--- src/rtl/core_pkg.sv ---
// Shared definitions for the core pipeline: default widths, memory-width
// encodings, ALU opcodes and the halt-drain state encoding.
package core_pkg;

    localparam int NBITS_DEF = 32;
    localparam int NREG_DEF  = 5;

    localparam logic [1:0] MW_BYTE = 2'b00;
    localparam logic [1:0] MW_HALF = 2'b01;
    localparam logic [1:0] MW_WORD = 2'b11;

    // Branch compare relies on the zero flag, which is only meaningful for SUB.
    localparam logic [3:0] ALU_SUB = 4'b0111;

    typedef enum logic [1:0] {
        RUN    = 2'd0,
        DRAIN  = 2'd1,
        HALTED = 2'd2
    } halt_state_t;

endpackage

--- src/rtl/pipe_reg.sv ---
// Parameterised pipeline register group with load enable and synchronous
// clear (clear wins over enable).
module pipe_reg #(
    parameter int W = 1
) (
    input  logic         clk,
    input  logic         rst_n,
    input  logic         en,
    input  logic         clr,
    input  logic [W-1:0] d,
    output logic [W-1:0] q
);

    always_ff @(posedge clk or negedge rst_n) begin
        if (!rst_n) begin
            q <= '0;
        end else if (clr) begin
            q <= '0;
        end else if (en) begin
            q <= d;
        end
    end

endmodule

--- src/rtl/ex_mem_latch.sv ---
// EX/MEM pipeline register with branch resolution and halt-drain FSM.
// Optional macro EX_MEM_BNE_EN adds ex_branch_ne (bne) support.
//
// state  | meaning
// RUN    | normal operation, watching for a halt being loaded
// DRAIN  | halt is in MEM; waiting two unstalled cycles for MEM/WB to retire
// HALTED | pipeline drained; every further load becomes a bubble
module ex_mem_latch
    import core_pkg::*;
#(
    parameter int NBITS = NBITS_DEF,
    parameter int NREG  = NREG_DEF
) (
    input  logic             clk,
    input  logic             rst_n,
    input  logic             stall,
    input  logic             flush,
    input  logic             ex_valid,
    input  logic [NBITS-1:0] ex_result,
    input  logic             ex_zero,
    input  logic [NBITS-1:0] ex_store_data,
    input  logic [NREG-1:0]  ex_rd,
    input  logic [NBITS-1:0] ex_branch_target,
    input  logic             ex_reg_write,
    input  logic             ex_mem_read,
    input  logic             ex_mem_write,
    input  logic             ex_mem_to_reg,
    input  logic             ex_branch,
`ifdef EX_MEM_BNE_EN
    input  logic             ex_branch_ne,
`endif
    input  logic             ex_halt,
    input  logic [1:0]       ex_mem_width,
    output logic             mem_valid,
    output logic [NBITS-1:0] mem_result,
    output logic [NBITS-1:0] mem_store_data,
    output logic [NREG-1:0]  mem_rd,
    output logic             mem_reg_write,
    output logic             mem_mem_read,
    output logic             mem_mem_write,
    output logic             mem_mem_to_reg,
    output logic [1:0]       mem_mem_width,
    output logic             pc_src,
    output logic [NBITS-1:0] pc_branch_target,
    output logic             halted
);

    localparam int CW = 8;
    localparam int DW = 3 * NBITS + NREG;

    halt_state_t state, state_n;
    logic [1:0]  drain_cnt, drain_cnt_n;
    logic        v_eff;
    logic        take;
    logic        load;
    logic [CW-1:0] ctrl_d, ctrl_q;
    logic [DW-1:0] data_d, data_q;

    assign load  = ~flush & ~stall;
    assign v_eff = ex_valid & (state != HALTED);

`ifdef EX_MEM_BNE_EN
    assign take = (ex_branch & ex_zero) | (ex_branch_ne & ~ex_zero);
`else
    assign take = ex_branch & ex_zero;
`endif

    // A read+write conflict resolves to a store only.
    assign ctrl_d = {v_eff,
                     ex_reg_write & v_eff,
                     ex_mem_read & ~ex_mem_write & v_eff,
                     ex_mem_write & v_eff,
                     ex_mem_to_reg & v_eff,
                     ex_mem_width & {2{v_eff}},
                     take & v_eff};

    assign data_d = {ex_result, ex_store_data, ex_rd, ex_branch_target};

    pipe_reg #(.W(CW)) u_ctrl (
        .clk   (clk),
        .rst_n (rst_n),
        .en    (~stall),
        .clr   (flush),
        .d     (ctrl_d),
        .q     (ctrl_q)
    );

    // Data fields are don't-care in a bubble, so a flush still loads them.
    pipe_reg #(.W(DW)) u_data (
        .clk   (clk),
        .rst_n (rst_n),
        .en    (~stall | flush),
        .clr   (1'b0),
        .d     (data_d),
        .q     (data_q)
    );

    assign {mem_valid, mem_reg_write, mem_mem_read, mem_mem_write,
            mem_mem_to_reg, mem_mem_width, pc_src} = ctrl_q;
    assign {mem_result, mem_store_data, mem_rd, pc_branch_target} = data_q;

    always_ff @(posedge clk or negedge rst_n) begin
        if (!rst_n) begin
            state     <= RUN;
            drain_cnt <= 2'd0;
        end else begin
            state     <= state_n;
            drain_cnt <= drain_cnt_n;
        end
    end

    always_comb begin
        state_n     = state;
        drain_cnt_n = drain_cnt;
        case (state)
            RUN: begin
                if (load && ex_valid && ex_halt) begin
                    state_n     = DRAIN;
                    drain_cnt_n = 2'd0;
                end
            end
            DRAIN: begin
                if (!stall) begin
                    if (drain_cnt == 2'd1) begin
                        state_n     = HALTED;
                        drain_cnt_n = 2'd0;
                    end else begin
                        drain_cnt_n = drain_cnt + 2'd1;
                    end
                end
            end
            HALTED: begin
                state_n = HALTED;
            end
            default: begin
                state_n     = RUN;
                drain_cnt_n = 2'd0;
            end
        endcase
    end

    assign halted = (state == HALTED);

endmodule

--- config.mk ---
export PLATFORM = sky130hd
export DESIGN_NAME = ex_mem_latch
export DESIGN_NICKNAME = d
export VERILOG_FILES = /design/src/rtl/core_pkg.sv /design/src/rtl/pipe_reg.sv /design/src/rtl/ex_mem_latch.sv
export SDC_FILE = /design/constraint.sdc
export NUM_CORES = 1
export LEC_CHECK = 0
export CORE_AREA = 4 4 115 117
export CTS_CLUSTER_DIAMETER = 30
export DETAILED_ROUTE_END_ITERATION = 6
export DIE_AREA = 0 0 119 121
export GPL_ROUTABILITY_DRIVEN = 0
export PLACE_DENSITY = 0.76
export SLEW_MARGIN = 20
export SYNTH_ARGS = -nofsm -noshare
export SYNTH_HDL_FRONTEND = slang
export SYNTH_SLANG_ARGS = --single-unit
export TNS_END_PERCENT = 30
--- constraint.sdc ---
create_clock -name clk -period 1.5 [get_ports clk]
set_input_delay 0.375 -clock clk [delete_from_list [all_inputs] [get_ports clk]]
set_output_delay 0.375 -clock clk [all_outputs]
set_load 0.05 [all_outputs]
After elaboration in Yosys (flattened, before gate mapping)
Cells that the tools add are included.
{"block": "totals", "reg_bits": 113, "input_bits": 115, "out_inout_bits": 110, "word_cells": 43}
{"block": "classes", "addsub": 1, "eq_ne": 8, "muxes": 10, "bitwise_logic": 15, "reduce_logical": 5}
{"operator": "$mux W8", "n": 2}
{"operator": "$mux W2", "n": 6}
{"operator": "$pmux W2 S3", "n": 2}
{"operator": "$and A1 B1 Y1", "n": 9}
{"operator": "$ne A2 B2 Y1 const B", "n": 4}
{"operator": "$reduce_and A3 Y1", "n": 2}
{"operator": "$eq A2 B1 Y1 const B", "n": 2}
{"operator": "$not A1 Y1", "n": 4}
{"operator": "$add A2 B1 Y2 const B", "n": 1}
{"operator": "$and A2 B2 Y2", "n": 1}
{"operator": "$eq A2 B2 Y1 const B", "n": 1}
{"operator": "$logic_and A1 B1 Y1", "n": 2}
{"operator": "$logic_not A2 Y1", "n": 1}
{"operator": "$ne A2 B1 Y1 const B", "n": 1}
{"operator": "$or A1 B1 Y1", "n": 1}

Depth between registers and ports, before layout
Gate-level depths: netlist (run 1).
{"block": "depth", "word_depth": 6, "mapped_depth": 6, "mapped_depth_nobuf": 4}

Cells and area by module
Synthesis (run 1) repeated with hierarchy kept, for this count alone.
{"block": "unflattened", "hier_cells": 385, "hier_area_um2": 4815.9}
{"module": "pipe_reg at u_data", "n_inst": 1, "cells_per_inst": 325, "area_per_inst_um2": 4169.0, "seq_area_each_um2": 2527.4}
{"module": "pipe_reg at u_ctrl", "n_inst": 1, "cells_per_inst": 26, "area_per_inst_um2": 325.3, "seq_area_each_um2": 200.2}
{"module": "ex_mem_latch", "n_inst": 1, "cells_per_inst": 34, "area_per_inst_um2": 321.6, "seq_area_each_um2": 100.1}

Least setup slack after synthesis (run 1)
No wires, ideal clock.
{"block": "synth_path", "path_kind": "register to register", "from": "register state[0]", "to": "register u_ctrl.q[0]", "setup_time_ps": 68, "arrival_ps": 1620, "required_time_ps": 1432, "slack_ps": -189, "path_stages_with_launch": 5, "synth_period_minus_slack_ps": 1689, "path_cell_list": "dfrtp_1 inv_1 ha_1 nor4b_2 a32o_1"}
{"block": "synth_via", "elab_chain_cells": 5}
{"item": "start, declared", "line_no": "ex_mem_latch.sv:51", "rtl": "halt_state_t state, state_n;"}
{"item": "start signal, assigned", "line_no": "ex_mem_latch.sv:107", "rtl": "state <= state_n;"}
{"item": "$ne A2 B2 Y1", "line_no": "ex_mem_latch.sv:60", "rtl": "assign v_eff = ex_valid & (state != HALTED);"}
{"item": "$and A1 B1 Y1", "line_no": "ex_mem_latch.sv:60"}
{"item": "$and A1 B1 Y1", "line_no": "ex_mem_latch.sv:75", "rtl": "take & v_eff};"}
{"item": "$mux W8", "line_no": "pipe_reg.sv:19", "rtl": "end else if (en) begin"}
{"item": "$mux W8", "line_no": "pipe_reg.sv:17", "rtl": "end else if (clr) begin"}
{"item": "end signal, assigned", "line_no": "pipe_reg.sv:16", "rtl": "q <= '0;"}
{"item": "end signal, assigned", "line_no": "pipe_reg.sv:18", "rtl": "q <= '0;"}
{"item": "end signal, assigned", "line_no": "pipe_reg.sv:20", "rtl": "q <= d;"}
{"item": "end, declared", "line_no": "pipe_reg.sv:11", "rtl": "output logic [W-1:0] q"}
No other way between the ends. The select of a mux whose other input is x is not followed.
A chain may end at the register's enable or synchronous reset.

Worst setup path in the final report (run 1)
{"block": "layout_path", "from": "register state[1]", "to": "output halted"}
{"block": "layout_via", "elab_chain_cells": 1}
{"item": "$eq A2 B2 Y1", "line_no": "ex_mem_latch.sv:142", "rtl": "assign halted = (state == HALTED);"}
{"item": "end, declared", "line_no": "ex_mem_latch.sv:45", "rtl": "output logic halted"}
No other way between the ends.

==> results of run 1 <==
[metal layers]
layer	routed length, um	vias up	share of wire
met5	0	-	0
met4	372	0	0.028
met3	1030	26	0.078
met2	7060	173	0.54
met1	4700	1870	0.36
li1	-	1916	-
[critical path, stage by stage, from the launching register on]
cell     delay, ns
dfrtp_1       0.42
ha_4          0.19
buf_12        0.14
[stage by stage]
stage | TNS [ns] | util | hold slack (ns) | cell area, um^2 | total power (uW)
after global placement | -23.80 | 0.645 | 0.505 | 7970 | 6640
after detailed placement | -27.31 | 0.645 | 0.505 | 7970 | 6700
after global routing | -0.0782 | 0.691 | 0.0728 | 8550 | 10700
after floorplan | 0 | - | 0.0794 | 4360 | 4910
after CTS | -0.0453 | 0.691 | 0.0731 | 8550 | 10400
final | -0.0204 | 0.691 | 0.0318 | 8550 | 10300
[cells in the final DEF, fill, tap and decap left out]
master and n:
clkbuf_8 6, nand4bb_1 1, buf_4 12, clkdlybuf4s50_1 113
a32o_1 2, inv_1 3, o2bb2ai_1 1, dfrtp_1 113
nand2_1 303, ha_4 1, inv_2 1, a21o_1 2
a22oi_2 1, mux2_2 1, buf_12 115, nor2b_4 1
clkbuf_1 4, a21oi_1 3, nand2b_4 1, nor4b_4 1
a21boi_0 1, a22o_1 5, clkinv_2 5, o21ai_0 1
ha_1 2, or3b_4 1, clkbuf_16 17, a221oi_1 1
nor3b_1 1
[timing repair]
item,4_1_cts,5_1_grt
resized for setup,2,0
setup buffers,2,0
endpoints found under the setup margin,1,1
cloned,0,0
[kinds of logic after synthesis]
group	Yosys count
flip-flops	113
AND/OR/NAND/NOR	309
multiplexers	1
AO/OA/AOI/OAI	17
buffers and inverters	27
adder cells (fa/ha/maj)	3
[registers in the layout (all words and copies together) (netlist names)]
signal and cells:
u_ctrl.q 8, state 2, u_data.q 101, drain_cnt 2
[where the power goes]
| group | internal [uW] | total [uW] | switching [uW] |
|---|---|---|---|
| Clock | 2360 | 3630 | 1280 |
| Sequential | 3320 | 3620 | 297 |
| Combinational | 1520 | 3060 | 1540 |
[final timing paths]
check                                          from            to  cells after the start
worst max-delay path                       state[1]        halted                      2
worst min register to register         u_data.q[54]  u_data.q[54]                      2
min in group clk                ex_branch_target[2]   u_data.q[2]                      3
worst min-delay path                          rst_n  u_data.q[84]                      2
worst max register to register             state[0]      state[1]                      5
max in group asynchronous                     rst_n  u_data.q[64]                      2
[area by class of cell]
| cell class | count | share of cell area |
|---|---|---|
| Inverter | 4 | 0.00176 |
| Timing Repair Buffer | 240 | 0.412 |
| Multi-Input combinational cell | 330 | 0.166 |
| Sequential cell | 113 | 0.331 |
| Clock inverter | 5 | 0.00293 |
| Clock buffer | 27 | 0.0612 |
| Tap cell | 172 | 0.0252 |
==> out/results.ini, run 1 <==
[yosys]
ys.flop_type=dfrtp_1
synth_compound_gate_area_share=0.0314
synth_top_cell_area_share=0.651
avgSynthCellArea_um2=9.25
syn-num-nets=588
synth_seq_cells=113
synth_common_cells=nand2_1 (303), dfrtp_1 (113), buf_2 (14)
yosys-top-cells-area=dfrtp_1 (65%), nand2_1 (26%), buf_2 (1.6%), a22o_1 (1.0%), ha_1 (0.86%)
synth-seq-area-share=0.651
synth_top_cell_by_area=dfrtp_1
synth_cell_types=25
synth_mux_area_frac=0.00259
syn_inst=470
synth_edf_count=0
yosysWarningCount=0
synth-xor-area-share=0
yosysMostFrequentCell=nand2_1
synthArstFlopShare=1.00
syn_area_mm2=0.00435
synth-adder-area-share=0.00864
synth_top_family_by_area=simple AND/OR/NAND/NOR gates
synth-simple-area-share=0.275

[floorplanning]
die_w_um=119
core_area_mm2=0.0124
die-area_mm2=0.0144
io_pins=225
num_rows=41
die_h_um=121
start_util=0.351

[critical_path]
end_kind=output port
path_max_fanout=3
worst_setup_path_start_kind=flop
arrival_ns=1.15
reg2reg_slack_ns=0.05
critPathKind=reg -> out
critPathRequiredTime_ns=1.12

[global_route]
grtUsageTotal=0.190
antenna_found_initial=0
grt_overflow=0
grt_pass1_vias=4164
grtUsageMet1=0.203
grt_first_pass_wirelength_mm=21.3
busiest_layer=met2
grt_use_met3=0.0769
grt_use_met2=0.331
grt_max_degree=114

[cts]
holdBufCountCts=0
cts_tree=built
htree_num_levels=4
cts-root-buf=clkbuf_16
clk_path_buf_depth=2
cts.clk_slew.worst_paths_ns=0.05
cts_made_buffers=17
clk_latency_ns=0.40
cts.sinks=113

[pwr]
p_per_area_mw_per_mm2=1210
vdd_drop_max_v=0.000756
p_leak_uw=0.00419

[placement]
dp_hpwl_mm=9.83
port_buffers=224
dp_cells=857
post-place-ws_ns=-0.381

[final_layout]
fillers=868
regArea_mm2=0.00283
diodes=0
area_growth_syn_to_layout_pct=96.7
layoutNonFillerInstCount=891
nets=824
drive_above_1_share=0.227
multiInputGateArea_mm2=0.00142

[timing]
drv_slew=0
fin_crit_sh=1.01
rsz0062_at_grt=true
fmax_mhz=658
skew_ns=0.000951
layout_setup_ws_ns=-0.0204
finalHoldViolCount=0
tightest_slew_ns=0.607
maxSlewHeadroom=0.595
min_period_ns=1.52
setup_viol=1

[route]
drcViolationCount=0
vias=3985
drtIter0Drc=230
wire_per_inst_um=14.8
via_per_inst=4.47
first_pass_iters=4
antenna_left=0
totalWireLength_mm=13.2

[outcome]
status=finished, violations left
violations=setup timing

[flow_run]
drv_cap=0

[hold_path]
hold_class=in -> async

Power figures use the tool's default switching activity.
==> run 2: changes to the inputs <==
--- a/config.mk
+++ b/config.mk
@@ -5,12 +5,14 @@
 export SDC_FILE = /design/constraint.sdc
 export NUM_CORES = 1
 export LEC_CHECK = 0
-export CORE_AREA = 4 4 115 117
+export CELL_PAD_IN_SITES_DETAIL_PLACEMENT = 1
+export CELL_PAD_IN_SITES_GLOBAL_PLACEMENT = 2
+export CORE_AREA = 4 4 153 155
 export CTS_CLUSTER_DIAMETER = 30
 export DETAILED_ROUTE_END_ITERATION = 6
-export DIE_AREA = 0 0 119 121
+export DIE_AREA = 0 0 157 159
 export GPL_ROUTABILITY_DRIVEN = 0
-export PLACE_DENSITY = 0.76
+export PLACE_DENSITY_LB_ADDON = 0.1
 export SLEW_MARGIN = 20
 export SYNTH_ARGS = -nofsm -noshare
 export SYNTH_HDL_FRONTEND = slang
==> out/results.ini, run 2 (synthesis results as in run 1) <==
[global_route]
grtUsageTotal=0.128  ; -0.0620
grt_max_degree=69  ; -39%
antenna_found_initial=0  ; unchanged
grt_first_pass_wirelength_mm=25.1  ; +17%
grt_pass1_vias=4487  ; +7.8%
grt_overflow=0  ; unchanged

[timing]
rsz0062_at_grt=true
finalHoldViolCount=0  ; unchanged
min_period_ns=1.53  ; +0.00771 ns
fmax_mhz=654  ; -0.50%
tightest_slew_ns=0.401  ; -0.206 ns
fin_crit_sh=1.02  ; +0.00514
layout_setup_ws_ns=-0.0281  ; -0.00771 ns
maxSlewHeadroom=0.733  ; +0.137
setup_viol=1  ; unchanged
drv_slew=0  ; unchanged
skew_ns=0.00243  ; +0.00147 ns

[final_layout]
mostFrequentLayoutCells=nand2_1 (302), buf_12 (116), dfrtp_1 (113), clkdlybuf4s50_1 (113), clkbuf_16 (17)
top_regs=u_data.q (101), u_ctrl.q (8)
drive_above_1_share=0.233  ; +0.00631
area_growth_syn_to_layout_pct=102
layoutNonFillerInstCount=1001  ; +12%
largest_register_ff_count=101  ; unchanged
top_register=u_data.q
layout_commonest_cell=nand2_1
nets=826  ; +0.24%
final_cell_area_mm2=0.00878  ; +2.7%
diodes=0  ; unchanged

[outcome]
violations=setup timing
status=finished, violations left

[pwr]
p_total_uw=10900  ; +5.2%
p_per_area_mw_per_mm2=1240  ; +2.4%
p_leak_uw=0.00422  ; +0.72%
vdd_drop_max_v=0.000669  ; -12%

[critical_path]
path_max_fanout=3  ; unchanged
worst_setup_path_start_kind=flop
arrival_ns=1.15  ; about the same
end_kind=output port
critPathKind=reg -> out
critPathRequiredTime_ns=1.12  ; about the same

[floorplanning]
start_util=0.199  ; -0.152
die-area_mm2=0.0250  ; +73%
die_w_um=157  ; +32%
num_rows=54  ; +32%
io_pins=225  ; unchanged
core_area_mm2=0.0218  ; +77%
die_h_um=159  ; +31%

[route]
totalWireLength_mm=15.6  ; +19%
via_per_inst=3.97  ; -11%
antenna_left=0  ; unchanged
vias=3978  ; -0.18%
drtIter0Drc=80  ; -65%
wire_per_inst_um=15.6  ; +5.8%
first_pass_iters=4  ; unchanged
drcViolationCount=0  ; unchanged

[cts]
cts-root-buf=clkbuf_16
cts.sinks=113  ; unchanged
cts_tree=built
clk_latency_ns=0.40  ; about the same
cts.clk_slew.worst_paths_ns=0.06  ; about the same
htree_num_levels=4  ; unchanged
cts_made_buffers=17  ; unchanged
clk_path_buf_depth=2  ; unchanged

[flow_run]
drv_cap=0  ; unchanged

[placement]
dp_hpwl_mm=11.5  ; +17%
place_area_mm2=0.00812  ; +1.9%
port_buffers=224  ; unchanged
dp_cells=965  ; +13%

[hold_path]
hold_class=in -> async

run 2: changes by cell type in the layout (fill, tap and decap cells not counted), sizes merged:
| cell | delta |
|---|---|
| clkbuf | -5 |
| bufinv | +3 |
| clkinvlp | +3 |
| buf | +1 |
| clkinv | -1 |
| dlygate4sd3 | +1 |
run 2: path summary, 6_finish.rpt:
check                                          start            to  slack [ns]  cells after the start
worst max-delay path                        state[1]        halted       -0.03                      2
worst min-delay path                           rst_n  drain_cnt[1]        0.32                      2
worst max register to register              state[0]      state[1]        0.07                      4
worst min register to register          u_data.q[30]  u_data.q[30]        0.53                      2
max in group asynchronous                      rst_n  u_data.q[37]        0.58                      3
min in group clk                ex_branch_target[18]  u_data.q[18]        0.51                      3
run 2: per-layer routing:
layer  part of all wire  global-route usage  up-vias  wire, um
li1                   -                   -     1914         -
met1               0.37               0.139     1932      5730
met2               0.53               0.225      119      8280
met3              0.092              0.0576       13      1440
met4              0.012              0.0371        0       191
met5                  0                   0        -         0
run 2: worst max-delay path, stage by stage (launching register included):
cell	delay (ns)
dfrtp_1	0.42
ha_4	0.19
buf_12	0.14
run 2: cell type report:
class / count / area [um^2]
Fill cell: 2395 / 13000
Timing Repair Buffer: 242 / 3560
Sequential cell: 113 / 2830
Multi-Input combinational cell: 330 / 1420
Clock buffer: 22 / 474
Tap cell: 280 / 350
Clock inverter: 10 / 133
Inverter: 4 / 15.0
run 2: per-stage QoR:
step	setup WS (ns)	utilization	setup TNS [ns]	hold slack (ns)
4_1_cts	-0.0508	0.402	-0.0508	0.300
5_1_grt	-0.0833	0.402	-0.0833	0.311
6_report	-0.0281	0.402	-0.0281	0.321
3_5_place_dp	-0.337	0.372	-31.98	0.189
2_1_floorplan	0.155	-	0	0.0794
3_3_place_gp	-0.314	0.372	-30.03	0.190
run 2: what timing repair did:
item	CTS	global route
endpoints found under the hold margin	31	0
hold buffers	1	0
gates resized for setup	2	3
setup buffers	3	0
gates cloned	0	0
pin swaps	0	0
endpoints found under the setup margin	1	4
run 2: power by group:
part	internal [uW]	total (uW)	leakage [uW]	switching [uW]
logic	1550	3110	0.00256	1560
registers	3320	3610	0.00137	292
clock network	2730	4130	0.000292	1400
==> run 3: changes to the inputs <==
--- a/config.mk
+++ b/config.mk
@@ -9,6 +9,7 @@
 export CELL_PAD_IN_SITES_GLOBAL_PLACEMENT = 2
 export CORE_AREA = 4 4 153 155
 export CTS_CLUSTER_DIAMETER = 30
+export CTS_CLUSTER_SIZE = 28
 export DETAILED_ROUTE_END_ITERATION = 6
 export DIE_AREA = 0 0 157 159
 export GPL_ROUTABILITY_DRIVEN = 0
==> results of run 3 <==
No change in the layout: final DEF, timing and power equal those of run 2.
